[src/rtl/bin2bcd_seq.sv]
// Sequential double-dabble binary-to-BCD converter, one input bit per cycle.
// Optional registered overflow flag (result > 99) enabled by BIN2BCD_OVF_EN.
module bin2bcd_seq #(
    parameter int unsigned W  = 8,
    parameter int unsigned ND = 3
) (
    input  logic            clk,
    input  logic            rst,
    input  logic            start,
    input  logic [W-1:0]    bin,
    output logic            busy,
    output logic            done,
    output logic [4*ND-1:0] bcd
`ifdef BIN2BCD_OVF_EN
    ,
    output logic            ovf
`endif
);

    localparam int unsigned CW = $clog2(W + 1);

    typedef enum logic [1:0] {
        S_IDLE,
        S_SHIFT,
        S_DONE
    } state_t;

    state_t          r_state;
    state_t          w_state_nxt;
    logic [W-1:0]    r_bin;
    logic [4*ND-1:0] r_scr;
    logic [4*ND-1:0] w_scr_adj;
    logic [CW-1:0]   r_cnt;
    logic            r_done;
    logic [4*ND-1:0] r_bcd;

    always_comb begin
        w_state_nxt = r_state;
        case (r_state)
            S_IDLE:  if (start) w_state_nxt = S_SHIFT;
            S_SHIFT: if (r_cnt == CW'(1)) w_state_nxt = S_DONE;
            S_DONE:  w_state_nxt = S_IDLE;
            default: w_state_nxt = S_IDLE;
        endcase
    end

    // Per-digit add-3 correction; digits are independent, no carry between them.
    always_comb begin
        w_scr_adj = '0;
        for (int unsigned d = 0; d < ND; d++) begin
            if (r_scr[4*d +: 4] >= 4'd5)
                w_scr_adj[4*d +: 4] = r_scr[4*d +: 4] + 4'd3;
            else
                w_scr_adj[4*d +: 4] = r_scr[4*d +: 4];
        end
    end

`ifdef BIN2BCD_OVF_EN
    logic w_ovf;
    logic r_ovf;

    always_comb begin
        w_ovf = 1'b0;
        for (int unsigned d = 2; d < ND; d++) begin
            if (r_scr[4*d +: 4] != 4'd0) w_ovf = 1'b1;
        end
    end

    always_ff @(posedge clk) begin
        if (rst)
            r_ovf <= 1'b0;
        else if (r_state == S_DONE)
            r_ovf <= w_ovf;
    end

    assign ovf = r_ovf;
`endif

    always_ff @(posedge clk) begin
        if (rst) begin
            r_state <= S_IDLE;
            r_bin   <= '0;
            r_scr   <= '0;
            r_cnt   <= '0;
            r_done  <= 1'b0;
            r_bcd   <= '0;
        end else begin
            r_state <= w_state_nxt;
            r_done  <= (r_state == S_DONE);
            case (r_state)
                S_IDLE: begin
                    if (start) begin
                        r_bin <= bin;
                        r_scr <= '0;
                        r_cnt <= CW'(W);
                    end
                end
                S_SHIFT: begin
                    {r_scr, r_bin} <= {w_scr_adj, r_bin} << 1;
                    r_cnt          <= r_cnt - CW'(1);
                end
                S_DONE: begin
                    r_bcd <= r_scr;
                end
                default: ;
            endcase
        end
    end

    // done is registered out of DONE, so busy spans it to cover the pulse cycle.
    assign busy = (r_state != S_IDLE) || r_done;
    assign done = r_done;
    assign bcd  = r_bcd;

endmodule
[config.mk]
export PLATFORM = sky130hd
export DESIGN_NAME = bin2bcd_seq
export DESIGN_NICKNAME = d
export VERILOG_FILES = /design/src/rtl/bin2bcd_seq.sv
export SDC_FILE = /design/constraint.sdc
export NUM_CORES = 1
export LEC_CHECK = 0
export ABC_AREA = 1
export BUFFER_PORTS_ARGS = -buffer_cell sky130_fd_sc_hd__buf_2
export CAP_MARGIN = 40
export CELL_PAD_IN_SITES_DETAIL_PLACEMENT = 0
export CELL_PAD_IN_SITES_GLOBAL_PLACEMENT = 1
export CORE_MARGIN = 2
export CORE_UTILIZATION = 30
export CTS_BUF_LIST = sky130_fd_sc_hd__clkbuf_2 sky130_fd_sc_hd__clkbuf_4 sky130_fd_sc_hd__clkbuf_8
export DETAILED_ROUTE_END_ITERATION = 10
export PLACE_DENSITY_LB_ADDON = 0.25
export SYNTH_ARGS = -nofsm -noshare
export SYNTH_HDL_FRONTEND = slang
export SYNTH_SLANG_ARGS = --single-unit
[constraint.sdc]
create_clock -name clk -period 1.51 [get_ports clk]
set_input_delay 0.2265 -clock clk [delete_from_list [all_inputs] [get_ports clk]]
set_output_delay 0.2265 -clock clk [all_outputs]
set_load 0.02 [all_outputs]
### After elaboration in Yosys (flattened, before gate mapping)

Index checks and enable logic that the tools add are counted.

* flip-flop bits (word level): 39
* input port bits: 11
* output and inout bits: 14

* $add $sub $neg: 4
* $lt $le $gt $ge: 3
* equality and inequality tests: 5
* multiplexer cells: 12
* reductions and logical operators: 6

Operators with widths (count)
* $pmux W12 S2: 1
* $pmux W8 S2: 1
* $ge A4 B3 Y1 const B: 3
* $mux W12: 1
* $mux W4: 3
* $add A4 B2 Y4 const B: 2
* $mux W8: 1
* $pmux W4 S2: 1
* $eq A4 B1 Y1 const B: 1
* $mux W2: 2
* $ne A2 B2 Y1 const B: 2
* $pmux W2 S2: 1
* $reduce_and A2 Y1: 2
* $reduce_bool A2 Y1: 2
* $sub A4 B1 Y4 const B: 1
* $add A3 B2 Y3 const B: 1
* $mux W3: 1
* $eq A2 B1 Y1 const B: 1
* $eq A2 B2 Y1 const B: 1
* $logic_not A2 Y1: 1
* $logic_or A1 B1 Y1: 1

### Logic depth before layout (Yosys ltp)

Gate-level depths: netlist (run 1).

* depth in word-level cells: 3
* depth in mapped cells: 9
* gate-level depth less buffers: 9

### Least setup slack after synthesis (run 1)

OpenSTA, ideal clock, no wires.

* kind: reg2reg
* start point: register r_scr[0]
* end point: register r_scr[4]
* library setup time: 0.065 ns
* arrival time: 1.109 ns
* path slack: 0.336 ns
* cell stages (with the launch flop): 10
* clock period less this slack: 1.174 ns
* cells stage by stage: dfxtp_1 -> inv_1 -> ha_1 -> inv_1 -> nand2_1 -> nand3_1 -> nand2_1 -> nor2_1 -> nor2_1 -> nor2_1

* word-level cells in the longest chain between the ends: 3

RTL lines
* start: declaration: line 31 `logic [4*ND-1:0] r_scr;`
* start signal: assignment: line 99 `{r_scr, r_bin} <= {w_scr_adj, r_bin} << 1;`
* $add A4 B2 Y4 / $ge A4 B3 Y1 (equally long branches): line 52, 51
* $mux W4 *: line 51 `if (r_scr[4*d +: 4] >= 4'd5)`
* $pmux W12 S2 *: line 90 `case (r_state)`

Every way passes the cells marked *; elsewhere a longest branch is shown, timed or not.
A chain may end at the register's enable or synchronous reset.

### Worst setup path after layout (run 1)

* start point: register r_scr[1]
* end point: register r_scr[4]

Same word-level chain as after synthesis.

==> flow_metrics.env, run 1 <==
export IMPL_synth_ff_type="dfxtp_1"
export IMPL_grt_pass1_wl_um=6800
export IMPL_clockRootBuffer="clkbuf_8"
export IMPL_die_area_mm2=0.00662
export IMPL_nets=284
export IMPL_p_per_area_mw_per_mm2=975
export IMPL_yosysUniqueCellTypes=19
export IMPL_fillerInstances=644
export IMPL_worst_path_max_fanout=5
export IMPL_grt_max_degree=24
export IMPL_dpl_hpwl_um=2700
export IMPL_grtUsageMet2=0.202
export IMPL_rsz0062_at_grt="no"
export IMPL_vdd_drop_max_mv=0.326
export IMPL_maxCapViolCount=0
export IMPL_finalWorstSetupSlack_ps=201
export IMPL_fmax_ghz=0.764
export IMPL_die_x_um=81.3
export IMPL_p_leak_nw=0.882
export IMPL_startpoint_type="flip-flop"
export IMPL_switching_share=0.261
export IMPL_numClockSinks=39
export IMPL_synth_area_per_cell_um2=7.51
export IMPL_gp_congestion=0.798
export IMPL_synth_top_cell_by_area="dfxtp_1"
export IMPL_finClkSkew_ps=3.03
export IMPL_antenna_found_initial=0
export IMPL_end_kind="flip-flop"
export IMPL_pwr_share_comb=0.117
export IMPL_coreArea_mm2=0.00585
export IMPL_ios=25
export IMPL_grt_overflow_total=0
export IMPL_hold_buffers=0
export IMPL_drive_gt1_frac=0.178
export IMPL_h_tree_depth=2
export IMPL_die_h_um=81.3
export IMPL_wirelength_um=4000
export IMPL_drt_iter0_markers=77
export IMPL_synth_nets=258
export IMPL_cts_buffer_depth=2
export IMPL_synth_edff_count=0
export IMPL_tns_ps=0
export IMPL_vias=1568
export IMPL_path_class="reg -> reg"
export IMPL_wire_per_inst_um=11.8
export IMPL_fin_crit_ps=1310
export IMPL_rows=28
export IMPL_critPathRequiredTime_ps=1690
export IMPL_grt_pass1_vias=1433
export IMPL_finalSetupViolations=0
export IMPL_post_place_ws_ps=205
export IMPL_ys_top_cells_by_area="dfxtp_1 (44%), nand2_1 (9.2%), a21oi_1 (8.1%)"
export IMPL_route_detailed_drc=0
export IMPL_num_antenna_cells=0
export IMPL_cts_tree="done"
export IMPL_p_sw_mw=0.523
export IMPL_cp_arrival_ps=1490
export IMPL_synth_cells=239
export IMPL_cts_made_buffers=5
export IMPL_grtUsageMet3=0.0300
export IMPL_top_usage_layer="met2"
export IMPL_synth_seq_cells=39
export IMPL_via_per_inst=4.63
export IMPL_yosysWarningCount=0
export IMPL_status="finished, final reports clean"
export IMPL_clk_pin_slew_ps=70
export IMPL_finalPower_mw=2.00
export IMPL_ys_async_sr_fraction=0
export IMPL_hold_viol=0
export IMPL_slew_headroom=0.722
export IMPL_cts_setup_buffers=0
export IMPL_worst_pin_slew_ps=416
export IMPL_dr_pass1_iters=4
export IMPL_maxSlewViolCount=0
export IMPL_internal_power_mw=1.48
export IMPL_yosysSeqAreaShare=0.435
export IMPL_period_share=0.867
export IMPL_numPortBuffers=24
export IMPL_area_growth_pct=14.3
export IMPL_synth_top_area_share=0.435
export IMPL_synthesis_area_mm2=0.00179
export IMPL_pwr_share_clk=0.337
export IMPL_met1_usage=0.184
export IMPL_min_path_type="in -> reg"
export IMPL_start_util=0.307
export IMPL_grtUsageTotal=0.134
export IMPL_drtAntennaViolNets=0
export IMPL_seqPwrFrac=0.546
export IMPL_clock_latency_ps=290
[cell usage after synthesis, types with 2 or more instances]
cell type	number
a21oi_1	29
a21oi_2	6
buf_2	4
buf_4	2
dfxtp_1	39
ha_1	8
inv_1	30
inv_2	4
nand2_1	44
nand3_1	17
nand4_1	6
nor2_1	18
o211ai_1	6
o21ai_0	21
[layout make-up]
class	count	area [µm²]	area share
Timing Repair Buffer	28	150	0.0732
Inverter	34	128	0.0622
Multi-Input combinational cell	157	821	0.400
Tap cell	75	93.8	0.0458
Sequential cell	39	782	0.381
Clock buffer	6	76.3	0.0372
[logic make-up after synthesis]
family / after synthesis / share of synthesized area
simple gates: 87 / 0.208
compound gates: 62 / 0.194
flops: 39 / 0.435
buf+inv: 43 / 0.107
fa+ha+maj: 8 / 0.0558
[cell usage in the layout, fill, tap and decap left out, types with 8 or more instances in the layout]
master	instances
a21oi_1	29
inv_1	30
dfxtp_1	38
ha_1	8
nor2_1	18
nand2_1	44
buf_2	24
o21ai_0	21
nand3_1	17
[repair_timing]
item	CTS	global route
setup endpoints to repair	0	1
hold endpoints to repair	0	0
gates resized for setup	0	1
[critical path, stage by stage, from the launching register on]
cell,delay (ps)
dfxtp_1,330
inv_1,140
ha_1,190
inv_1,40
nand2_1,110
nand3_1,140
nand2_1,90
nor2_1,40
nor2_1,80
nor2_1,40
[worst paths after layout]
path / startpoint / end / slack [ps] / cells after the start
setup / recovery: r_scr[1] / r_scr[4] / 200 / 9
hold reg to reg: r_bin[7] / r_bin[7] / 460 / 2
setup reg to reg: r_scr[1] / r_scr[4] / 200 / 9
hold / removal: bin[0] / r_bin[0] / 190 / 3
[sequential cells by signal (all words and copies together) (netlist names)]
| register | count |
|---|---|
| r_cnt | 4 |
| r_state | 2 |
| r_scr | 12 |
| bcd | 12 |
| done | 1 |
| r_bin | 8 |
[layer usage]
metal  vias to the layer above  part of all wire
met2                        22              0.44
met1                       706              0.51
met4                         0             0.019
met3                         7             0.025
li1                        833                 -
met5                         -                 0
[stage by stage]
step / instance area, µm² / utilization / hold WS [ps] / std cells
floorplan: 1790 / - / 374 / 239
global placement: 1970 / 0.337 / 450 / 333
detailed placement: 1970 / 0.337 / 450 / 333
CTS: 2050 / 0.350 / 188 / 339
global route: 2050 / 0.351 / 190 / 339
finish: 2050 / 0.351 / 191 / 339
[power by group through the flow]
stage               Clock, mW  Sequential [mW]  Combinational, mW
floorplan                   0             1.12              0.169
detailed placement          0             1.12              0.239
global route            0.749             1.10              0.271
finish                  0.673             1.09              0.235
global placement            0             1.11              0.238
CTS                     0.706             1.09              0.241
Note: power is estimated with default switching activity, not from simulation.
==> run 2: changes to the inputs <==
--- a/config.mk
+++ b/config.mk
@@ -14,7 +14,8 @@
 export CORE_UTILIZATION = 30
 export CTS_BUF_LIST = sky130_fd_sc_hd__clkbuf_2 sky130_fd_sc_hd__clkbuf_4 sky130_fd_sc_hd__clkbuf_8
 export DETAILED_ROUTE_END_ITERATION = 10
-export PLACE_DENSITY_LB_ADDON = 0.25
+export PLACE_DENSITY_LB_ADDON = 0.12
+export SKIP_CTS_REPAIR_TIMING = 1
 export SYNTH_ARGS = -nofsm -noshare
 export SYNTH_HDL_FRONTEND = slang
 export SYNTH_SLANG_ARGS = --single-unit
==> flow_metrics.env, run 2 (synthesis results as in run 1) <==
export IMPL_fmax_ghz=0.762
export IMPL_maxCapViolCount=0
export IMPL_reg2reg_to="r_scr[4]"
export IMPL_rr_worst_depth=9
export IMPL_clk_pin_slew_ps=80
export IMPL_startpoint_type="flip-flop"
export IMPL_numClockSinks=39
export IMPL_area_growth_pct=15.3
export IMPL_grt_overflow_total=0
export IMPL_fin_crit_ps=1310
export IMPL_grt_max_degree=24
export IMPL_tns_ps=0
export IMPL_dpl_hpwl_um=2750
export IMPL_num_antenna_cells=0
export IMPL_hold_viol=0
export IMPL_r2r_setup_slack_ps=200
export IMPL_crit_path_start="r_scr[0]"
export IMPL_layout_common_cells="nand2_1 (44), dfxtp_1 (39), inv_1 (30)"
export IMPL_finalSetupViolations=0
export IMPL_finalPower_mw=2.06
export IMPL_nets=285
export IMPL_wirelength_um=4090
export IMPL_ios=25
export IMPL_gp_congestion=0.739
export IMPL_cts_tree="done"
export IMPL_path_class="reg -> reg"
export IMPL_worst_pin_slew_ps=440
export IMPL_end_kind="flip-flop"
export IMPL_start_util=0.307
export IMPL_maxSlewViolCount=0
export IMPL_status="finished, final reports clean"
export IMPL_grt_pass1_wl_um=6790
export IMPL_rsz0062_at_grt="no"
export IMPL_drive_gt1_frac=0.184
export IMPL_wire_per_inst_um=12.0
export IMPL_finalWorstSetupSlack_ps=198
export IMPL_min_from="bin[0]"
export IMPL_clock_latency_ps=290
export IMPL_drtAntennaViolNets=0
export IMPL_grtUsageTotal=0.135
export IMPL_h_tree_depth=2
export IMPL_drt_iter0_markers=58
export IMPL_cts_made_buffers=5
export IMPL_timing_hold_ws_ps=189
export IMPL_die_x_um=81.3
export IMPL_worst_path_max_fanout=5
export IMPL_min_path_type="in -> reg"
export IMPL_rows=28
export IMPL_p_per_area_mw_per_mm2=993
export IMPL_cp_arrival_ps=1550
export IMPL_die_area_mm2=0.00662
export IMPL_hold_end="r_bin[0]"
export IMPL_coreArea_mm2=0.00585
export IMPL_vdd_drop_max_mv=0.489
export IMPL_period_share=0.869
export IMPL_dr_pass1_iters=4
export IMPL_finalCoreUtilization=0.354
export IMPL_finClkSkew_ps=7.82
export IMPL_vias=1543
export IMPL_whs_path_depth=3
export IMPL_post_place_ws_ps=213
export IMPL_p_leak_nw=0.895
export IMPL_die_h_um=81.3
export IMPL_via_per_inst=4.51
export IMPL_worst_r2r_startpoint="r_scr[0]"
export IMPL_grt_pass1_vias=1405
export IMPL_antenna_found_initial=0
export IMPL_slew_headroom=0.706
export IMPL_critPathRequiredTime_ps=1750
export IMPL_clockRootBuffer="clkbuf_8"
export IMPL_layout_commonest_cell="nand2_1"
export IMPL_cts_buffer_depth=2
export IMPL_numPortBuffers=24
export IMPL_route_detailed_drc=0
[run 2: cell count changes in the layout (fill, tap and decap cells not counted), sizes merged]
cell | previous run | this run
buf | 28 | 29
clkbuf | 6 | 7
clkinv | 0 | 1
[run 2: worst max path at each step]
stage | end
after floorplan | r_scr[4]
after global placement | r_scr[4]
after detailed placement | r_scr[4]
after CTS | r_scr[8]
after global routing | r_scr[8]
final | r_scr[4]
[run 2: worst max-delay path, stage by stage, from the launching register on]
cell     delay (ps)
dfxtp_1         390
inv_1           110
ha_1            220
inv_1            50
nand2_1          80
nand3_1         130
nand2_1          60
nor2_1          110
nor2_1           50
nor2_1           70
[run 2: final cells by class]
class | count | area (µm²)
Fill cell | 632 | 3780
Multi-Input combinational cell | 157 | 821
Sequential cell | 39 | 781
Timing Repair Buffer | 29 | 158
Inverter | 34 | 128
Tap cell | 75 | 93.8
Clock buffer | 7 | 83.8
Clock inverter | 1 | 5.00
[run 2: routing by layer]
layer	vias up	track usage	wire length, µm
li1	839	-	-
met1	676	0.190	2200
met2	22	0.198	1690
met3	6	0.0367	144
met4	0	0.0458	58
met5	-	0	0
[run 2: report_power, final]
part | leakage (nW) | switching, mW | internal, mW
Sequential | 0.317 | 0.0198 | 1.07
Clock | 0.0491 | 0.366 | 0.361
Combinational | 0.529 | 0.156 | 0.0830
Total | 0.895 | 0.542 | 1.51
[run 2: metrics by stage]
step / instances / area, µm²
floorplan: 239 / 1790
global placement: 334 / 1980
detailed placement: 334 / 1980
CTS: 342 / 2070
global route: 342 / 2070
finish: 342 / 2070
